<file path="src/rtl/clk_div_multi.sv">
// Multi-channel programmable clock/pulse generator: per-channel period, high time and
// burst count, with shadowed configuration that takes effect only at a period boundary.

module clk_div_ch #(
  parameter int CNT_W = 29
) (
  input  logic             clk,
  input  logic             rst,
  input  logic             wr,
  input  logic [CNT_W-1:0] wr_period,
  input  logic [CNT_W-1:0] wr_high,
  input  logic [15:0]      wr_count,
  input  logic             en,
  output logic             clk_out,
  output logic             per_stb,
  output logic             done_stb,
  output logic             busy
);
  typedef enum logic [1:0] {IDLE, RUN, DONE} state_t;

  state_t           state;
  logic [CNT_W-1:0] p_s, h_s, p_a, h_a, cnt;
  logic [15:0]      n_s, n_a, rem;
  logic             pend, done_p;
  logic [CNT_W-1:0] np, nh;
  logic [15:0]      nn;
  logic             wrap;

  // Values the channel will run with once a pending write is folded in
  assign np   = pend ? p_s : p_a;
  assign nh   = pend ? h_s : h_a;
  assign nn   = pend ? n_s : n_a;
  assign wrap = (cnt == p_a - CNT_W'(1));
  assign busy = (state == RUN);

  always_ff @(posedge clk) begin
    if (rst) begin
      state    <= IDLE;
      p_s      <= '0;
      h_s      <= '0;
      n_s      <= '0;
      p_a      <= '0;
      h_a      <= '0;
      n_a      <= '0;
      cnt      <= '0;
      rem      <= '0;
      pend     <= 1'b0;
      done_p   <= 1'b0;
      clk_out  <= 1'b0;
      per_stb  <= 1'b0;
      done_stb <= 1'b0;
    end else begin
      done_p <= 1'b0;
      case (state)
        IDLE: begin
          p_a  <= np;
          h_a  <= nh;
          n_a  <= nn;
          pend <= 1'b0;
          cnt  <= '0;
          rem  <= nn;
          if (en && np >= CNT_W'(2)) state <= RUN;
        end
        RUN: begin
          if (!en) begin
            state <= IDLE;
            cnt   <= '0;
            rem   <= n_a;
          end else if (wrap) begin
            cnt <= '0;
            if (pend) begin
              p_a  <= p_s;
              h_a  <= h_s;
              n_a  <= n_s;
              rem  <= n_s;
              pend <= 1'b0;
            end else if (n_a != 16'd0) begin
              if (rem == 16'd1) begin
                state  <= DONE;
                done_p <= 1'b1;
              end else begin
                rem <= rem - 16'd1;
              end
            end
          end else begin
            cnt <= cnt + CNT_W'(1);
          end
        end
        DONE: begin
          if (!en) begin
            state <= IDLE;
            cnt   <= '0;
            rem   <= n_a;
          end else if (pend) begin
            p_a   <= p_s;
            h_a   <= h_s;
            n_a   <= n_s;
            rem   <= n_s;
            pend  <= 1'b0;
            cnt   <= '0;
            state <= RUN;
          end
        end
        default: state <= IDLE;
      endcase
      // A new write always lands in shadow and outranks the pending clear above
      if (wr) begin
        p_s  <= wr_period;
        h_s  <= wr_high;
        n_s  <= wr_count;
        pend <= 1'b1;
      end
      clk_out  <= (state == RUN) && (cnt < h_a);
      per_stb  <= (state == RUN) && (cnt == '0);
      done_stb <= done_p;
    end
  end
endmodule

module clk_div_multi #(
  parameter int CHANNELS = 4,
  parameter int CNT_W    = 29,
  parameter int CH_W     = (CHANNELS > 1) ? $clog2(CHANNELS) : 1
) (
  input  logic                clk,
  input  logic                rst,
  input  logic                cfg_we,
  input  logic [CH_W-1:0]     cfg_ch,
  input  logic [CNT_W-1:0]    cfg_period,
  input  logic [CNT_W-1:0]    cfg_high,
  input  logic [15:0]         cfg_count,
  input  logic [CHANNELS-1:0] en,
  output logic [CHANNELS-1:0] clk_out,
  output logic [CHANNELS-1:0] per_stb,
  output logic [CHANNELS-1:0] done_stb,
  output logic [CHANNELS-1:0] busy,
  output logic                cfg_err
);
  logic per_ok;
  assign per_ok = (cfg_period >= CNT_W'(2));

  for (genvar i = 0; i < CHANNELS; i++) begin : g_ch
    logic wr;
    assign wr = cfg_we && (int'(cfg_ch) == i) && per_ok;
    clk_div_ch #(.CNT_W(CNT_W)) u_ch (
      .clk      (clk),
      .rst      (rst),
      .wr       (wr),
      .wr_period(cfg_period),
      .wr_high  (cfg_high),
      .wr_count (cfg_count),
      .en       (en[i]),
      .clk_out  (clk_out[i]),
      .per_stb  (per_stb[i]),
      .done_stb (done_stb[i]),
      .busy     (busy[i])
    );
  end

  // Out-of-range channel selects are silently dropped, not flagged
  always_ff @(posedge clk) begin
    if (rst) cfg_err <= 1'b0;
    else     cfg_err <= cfg_we && (int'(cfg_ch) < CHANNELS) && !per_ok;
  end
endmodule

</file>
<file path="config.mk">
export PLATFORM = sky130hd
export DESIGN_NAME = clk_div_multi
export DESIGN_NICKNAME = d
export VERILOG_FILES = /design/src/rtl/clk_div_multi.sv
export SDC_FILE = /design/constraint.sdc
export NUM_CORES = 2
export LEC_CHECK = 0
export CORE_ASPECT_RATIO = 0.6
export CORE_UTILIZATION = 30
export DETAILED_ROUTE_END_ITERATION = 8
export SETUP_SLACK_MARGIN = 0.15
export SLEW_MARGIN = 20
export SYNTH_ARGS = -nofsm -noshare
export SYNTH_HDL_FRONTEND = slang
export SYNTH_SLANG_ARGS = --single-unit
</file>
<file path="constraint.sdc">
create_clock -name clk -period 3.7 [get_ports clk]
set_input_delay 0.37 -clock clk [delete_from_list [all_inputs] [get_ports clk]]
set_output_delay 0.37 -clock clk [all_outputs]
set_load 0.005 [all_outputs]
</file>
### After elaboration in Yosys (flattened, before gate mapping)

Cells that the tools add are included.

| operators by class | value |
|---|---|
| $add $sub $neg | 12 |
| order comparisons | 9 |
| equality and inequality tests | 75 |
| mux-type cells | 172 |
| bitwise operators | 16 |
| reductions and logical operators | 67 |

Operator list:

| kind | number |
|---|---|
| 29-bit 2-to-1 mux | 48 |
| 29-bit one-hot mux with 3 select lines | 12 |
| 16-bit 2-to-1 mux | 44 |
| 16-bit one-hot mux with 3 select lines | 8 |
| 29-bit by 2-bit >= comparator with 1-bit output (second input constant) | 5 |
| 29-bit by 1-bit adder with 29-bit output (second input constant) | 4 |
| 29-bit equality test | 4 |
| 29-bit logical NOT | 4 |
| 29-bit less-than comparator | 4 |
| 29-bit by 1-bit subtractor with 29-bit output (second input constant) | 4 |
| 16-bit by 1-bit equality test with 1-bit output (second input constant) | 4 |
| 2-bit 2-to-1 mux | 32 |
| 16-bit nonzero test | 4 |
| 16-bit by 1-bit subtractor with 16-bit output (second input constant) | 4 |
| 3-bit by 2-bit inequality test with 1-bit output (second input constant) | 16 |
| 3-bit inequality test (second input constant) | 16 |
| 4-bit inequality test (second input constant) | 8 |
| 4-bit AND reduction | 8 |
| 2-bit inequality test (second input constant) | 12 |
| 2-bit one-hot mux with 3 select lines | 4 |
| 6-bit AND reduction | 4 |
| 6-bit OR reduction | 4 |
| 1-bit logical AND | 21 |
| 1-bit 2-to-1 mux | 20 |
| other kinds (11) | 57 |

| storage, ports and cells | value |
|---|---|
| bits in registers | 801 |
| input port bits | 83 |
| output and inout bits | 17 |
| word-level logic and storage cells | 408 |

### Depth between registers and ports, before layout

| logic depth | value |
|---|---|
| word-level depth | 7 |
| mapped depth | 15 |
| mapped depth without buffers | 11 |

### Cells and area by module

Synthesis repeated with hierarchy kept, for this count alone.

| unflattened totals | value |
|---|---|
| cell total of the unflattened synthesis | 5064 |
| area, all modules | 43219.0 sq um |

Modules (own cells, without submodules):

| module | instances | cells each | area each (sq um) |
|---|---|---|---|
| clk_div_ch at g_ch[1].u_ch ... | 2 | 1211 | 10553.9 |
| clk_div_ch at g_ch[3].u_ch | 1 | 1280 | 11021.8 |
| clk_div_ch at g_ch[0].u_ch | 1 | 1342 | 10926.7 |
| clk_div_multi | 1 | 20 | 162.7 |

### Worst setup path before layout

OpenSTA, ideal clock, no wires.

| path | value |
|---|---|
| kind | register -> register |
| start point | reg g_ch[1].u_ch.p_a[0] |
| end point | reg g_ch[1].u_ch.rem[10] |
| data arrival time | 3.481 ns |
| required time | 3.572 ns |
| slack | 0.091 ns |
| stages on the path, launching flop included | 16 |
| path buffers | 4 |
| clock period less this slack | 3.609 ns |
| path through | dfxtp_1 -> clkbuf_1 -> inv_1 -> ha_1 -> buf_2 -> nor3b_1 -> nand2_1 -> or4_1 -> a31oi_1 -> a21oi_1 -> nor4_1 -> a22oi_1 -> buf_2 -> buf_1 -> mux2i_1 -> nor2_1 |

| on the way | value |
|---|---|
| longest elaborated chain between the ends | 4 |

RTL lines:

| item | line | RTL |
|---|---|---|
| start, declared | 22 | `logic [CNT_W-1:0] p_s, h_s, p_a, h_a, cnt;` |
| start signal, assigned | 56 | `p_a <= np;` |
| start signal, assigned | 72 | `p_a <= p_s;` |
| start signal, assigned | 95 | `p_a <= p_s;` |
| 29-bit by 1-bit subtractor with 29-bit output | 33 | `assign wrap = (cnt == p_a - CNT_W'(1));` |
| 29-bit equality test | 33 |  |
| 3-bit inequality test (no line) | - |  |
| 5-bit AND reduction (no line) | - |  |
| end signal, assigned | 61 | `rem <= nn;` |
| end signal, assigned | 68 | `rem <= n_a;` |
| end signal, assigned | 75 | `rem <= n_s;` |
| end, declared | 23 | `logic [15:0] n_s, n_a, rem;` |

Every way passes these cells.
A chain may end at the register's enable or synchronous reset.

### Worst setup path after layout

| path | value |
|---|---|
| start point | reg g_ch[3].u_ch.p_a[8] |
| end point | reg g_ch[3].u_ch.rem[12] |

| on the way | value |
|---|---|
| longest elaborated chain between the ends | 4 |

RTL lines:

| item | line |
|---|---|
| start, declared | 22 |
| start signal, assigned | 56 |
| start signal, assigned | 72 |
| start signal, assigned | 95 |
| 29-bit by 1-bit subtractor with 29-bit output | 33 |
| 29-bit equality test | 33 |
| 3-bit inequality test (no line) | - |
| 5-bit AND reduction (no line) | - |
| end signal, assigned | 61 |
| end signal, assigned | 68 |
| end signal, assigned | 75 |
| end, declared | 23 |

Every way passes these cells.

==> flow_summary.json <==
{
  "status": "completed",
  "worst_slack_ns": 0.205,
  "dr.pass1.iters": 7,
  "synth_area_leaders": "dfxtp_1, mux2i_1, nand2_1, nor2_1, a21oi_1",
  "synth_warnings": 0,
  "cts.sinks": 801,
  "min-delay-start": "rst",
  "clkSlewWorstSetupHoldPaths_ns": 0.07,
  "drt_iter0_drc": 4130,
  "start_util": 0.304,
  "antenna_found_initial": 9,
  "ys_top_cells_by_count": "nand2_1, dfxtp_1, nor2_1, a21oi_1, mux2i_1",
  "die_w_um": 479,
  "switchingPower_uw": 6800,
  "tightest_slew_ns": 1.02,
  "grt_max_degree": 208,
  "synth-edff-count": 0,
  "track_usage": 0.211,
  "coreArea_um2": 135000,
  "cts_max_level": 3,
  "portBuffers": 99,
  "clk_path_buf_depth": 3,
  "skew_ns": 0.0272,
  "worstSetupStartpointType": "flip-flop",
  "fmax_ghz": 0.286,
  "nFillCells": 14000,
  "ys_ff_latch": 801,
  "syn_area_um2": 41000,
  "tritoncts": "yes",
  "critPathRequiredTime_ns": 4.34,
  "ys.flop_type": "dfxtp_1",
  "insertion_delay_ns": 0.71,
  "critPathArrivalTime_ns": 4.13,
  "p_clk_frac": 0.397,
  "via_count": 37600,
  "post_drt_wl_per_cell_um": 21.5,
  "vias_per_cell": 5.34,
  "pin_count": 100,
  "grt_setup_unrepaired": "yes",
  "r2r-end": "g_ch[3].u_ch.rem[12]$_SDFFE_PP0P_",
  "async_flop_share": 0,
  "place.gp.congestion": 0.963,
  "final-setup-viol-count": 0,
  "reg2reg_slack_ns": 0.20,
  "postSynthCellCount": 5055,
  "finalPower_uw": 22200,
  "worstHoldPathType": "in2reg",
  "cp_max_fo": 4,
  "synth_largest_area_cell": "dfxtp_1",
  "dieHeight_um": 288,
  "swShare": 0.306,
  "maxSlewHeadroom": 0.321,
  "syn_nets": 5286,
  "crit_path_end_kind": "flip-flop",
  "cts_root_buf": "clkbuf_16",
  "cts_buffers": 81,
  "drive_gt1_frac": 0.0944,
  "pwr-share-seq": 0.412,
  "nets": 5404,
  "grt_pass1_wl_um": 222000,
  "r2r_cells": 9,
  "syn_avg_cell_area_um2": 8.11,
  "grt_pass1_vias": 33900,
  "crit_end": "g_ch[3].u_ch.rem[12]$_SDFFE_PP0P_",
  "finalSetupTns_ns": 0,
  "yosysUniqueCellTypes": 97,
  "period_share": 0.945,
  "die_area_um2": 138000,
  "cellLeakagePower_uw": 0.0193,
  "gr-total-overflow": 0,
  "hold_viol_final": 0,
  "dpl.hpwl_um": 109000,
  "wl_um": 151000,
  "maxSlewViolCount": 0,
  "syn2layout_area_growth_pct": 18.1,
  "seq_area_frac_synth": 0.391,
  "maxCapViolCount": 0,
  "share_comb_of_total_power": 0.192,
  "rr_startpoint": "g_ch[3].u_ch.p_a[8]$_SDFFE_PP0P_",
  "crit_start": "g_ch[3].u_ch.p_a[8]$_SDFFE_PP0P_",
  "critPathKind": "reg2reg",
  "min_delay_path_depth": 2,
  "peakVddDrop_mv": 0.361,
  "yosysMostFrequentCell": "nand2_1",
  "post-place-ws_ns": 0.0631,
  "intPower_uw": 15400,
  "synth_top_area_frac": 0.391,
  "utilization": 0.359,
  "rows": 104,
  "fin_crit_ns": 3.50,
  "drc": 0,
  "ant_nets": 0,
  "p_per_area_nw_per_um2": 459
}
==> critical path: stages, from the launching register on <==
cell     delay [ns]
dfxtp_2        0.34
or3_4          0.40
or4_4          0.54
or4_4          0.51
mux2_4         0.33
o22ai_4        0.20
nand4_4        0.18
o31a_1         0.36
or4_1          0.42
a21oi_1        0.15
==> kinds of logic after synthesis <==
logic type	count (synthesis)	synth area share
mux	337	0.0827
flops	801	0.391
fa+ha+maj	148	0.0452
buf+inv	499	0.0484
compound gates	881	0.135
simple gates	2094	0.234
xor+xnor	295	0.0634
==> worst min path at each step <==
stage / endpoint / slack (ns)
after floorplan: g_ch[0].u_ch.done_stb$_SDFF_PP0_ / 0.41
after global placement: g_ch[3].u_ch.done_stb$_SDFF_PP0_ / 0.42
after detailed placement: g_ch[3].u_ch.done_stb$_SDFF_PP0_ / 0.43
after CTS: g_ch[0].u_ch.h_a[15]$_SDFFE_PP0P_ / 0.06
after global routing: g_ch[0].u_ch.h_a[15]$_SDFFE_PP0P_ / 0.08
final: g_ch[0].u_ch.h_a[15]$_SDFFE_PP0P_ / 0.09
==> layout make-up <==
| type | count | area (µm²) | area share |
|---|---|---|---|
| Antenna cell | 4 | 10.0 | 0.000207 |
| Inverter | 183 | 687 | 0.0142 |
| Tap cell | 1802 | 2250 | 0.0466 |
| Multi-Input combinational cell | 3755 | 23300 | 0.480 |
| Sequential cell | 801 | 16000 | 0.331 |
| Timing Repair Buffer | 351 | 3380 | 0.0699 |
| Clock buffer | 107 | 2320 | 0.0478 |
| Clock inverter | 34 | 467 | 0.00964 |
==> sequential cells by signal, summed over array words and instances (netlist names), 64 cells and up <==
signal / cells
g_ch.u_ch.h_a: 116
g_ch.u_ch.n_a: 64
g_ch.u_ch.h_s: 116
g_ch.u_ch.cnt: 116
g_ch.u_ch.p_a: 116
g_ch.u_ch.rem: 64
g_ch.u_ch.p_s: 116
g_ch.u_ch.n_s: 64
==> routing by layer <==
layer / GRT usage / vias to the layer above / routed length, µm
met5: 0 / - / 8
met4: 0.0542 / 2 / 3940
met3: 0.0560 / 200 / 15900
met2: 0.281 / 1568 / 57900
met1: 0.326 / 18000 / 73400
li1: - / 17800 / -
==> timing repair <==
action                     CTS  global route
pin swaps                    2            15
hold endpoints to repair     0             0
gates cloned                 0             8
setup endpoints to repair   14           349
buffers inserted             0            13
hold buffers                 0             0
resized for setup           10            44
==> cell usage in the layout (no fill, tap or decap), types with 14 or more instances in the layout <==
cell type	synthesis	routed
dfxtp_1	801	799
a21o_1	56	56
or2_2	14	14
buf_12	0	23
clkdlybuf4s50_1	0	98
o211ai_1	26	26
a31oi_1	29	28
nor3_1	97	90
nand4_1	78	78
mux2i_1	328	326
xnor2_1	153	153
nor2_1	616	615
a211oi_1	36	35
and2_1	21	19
a21oi_1	398	396
or3_1	25	22
nand3_1	78	78
nand2_1	810	806
or4_1	31	26
inv_1	182	182
ha_1	148	148
clkbuf_16	0	89
nor4_1	123	116
o21ai_0	116	114
xor2_1	141	141
buf_4	16	212
nor2b_1	35	35
a221oi_1	30	30
nand2b_1	23	22
and3_1	45	45
nor4b_1	21	18
a22oi_1	38	36
and4_1	20	20
clkbuf_8	0	17
o31ai_1	20	20
==> power by group through the flow <==
stage | sequential, µW | combinational [µW] | clock [µW]
4_1_cts | 9140 | 4060 | 8970
2_1_floorplan | 9240 | 2720 | 0
6_report | 9160 | 4260 | 8820
5_1_grt | 9180 | 4590 | 9310
3_3_place_gp | 9330 | 4020 | 0
3_5_place_dp | 9340 | 4020 | 0
==> stage by stage <==
stage / area, µm² / hold slack, ns / std cells
after global placement: 45100 / 0.422 / 6871
after detailed placement: 45100 / 0.427 / 6871
after global routing: 48400 / 0.0831 / 7034
after floorplan: 41000 / 0.414 / 5055
final: 48400 / 0.0929 / 7037
after CTS: 47900 / 0.0552 / 7012
Note: power is estimated with default switching activity, not from simulation.
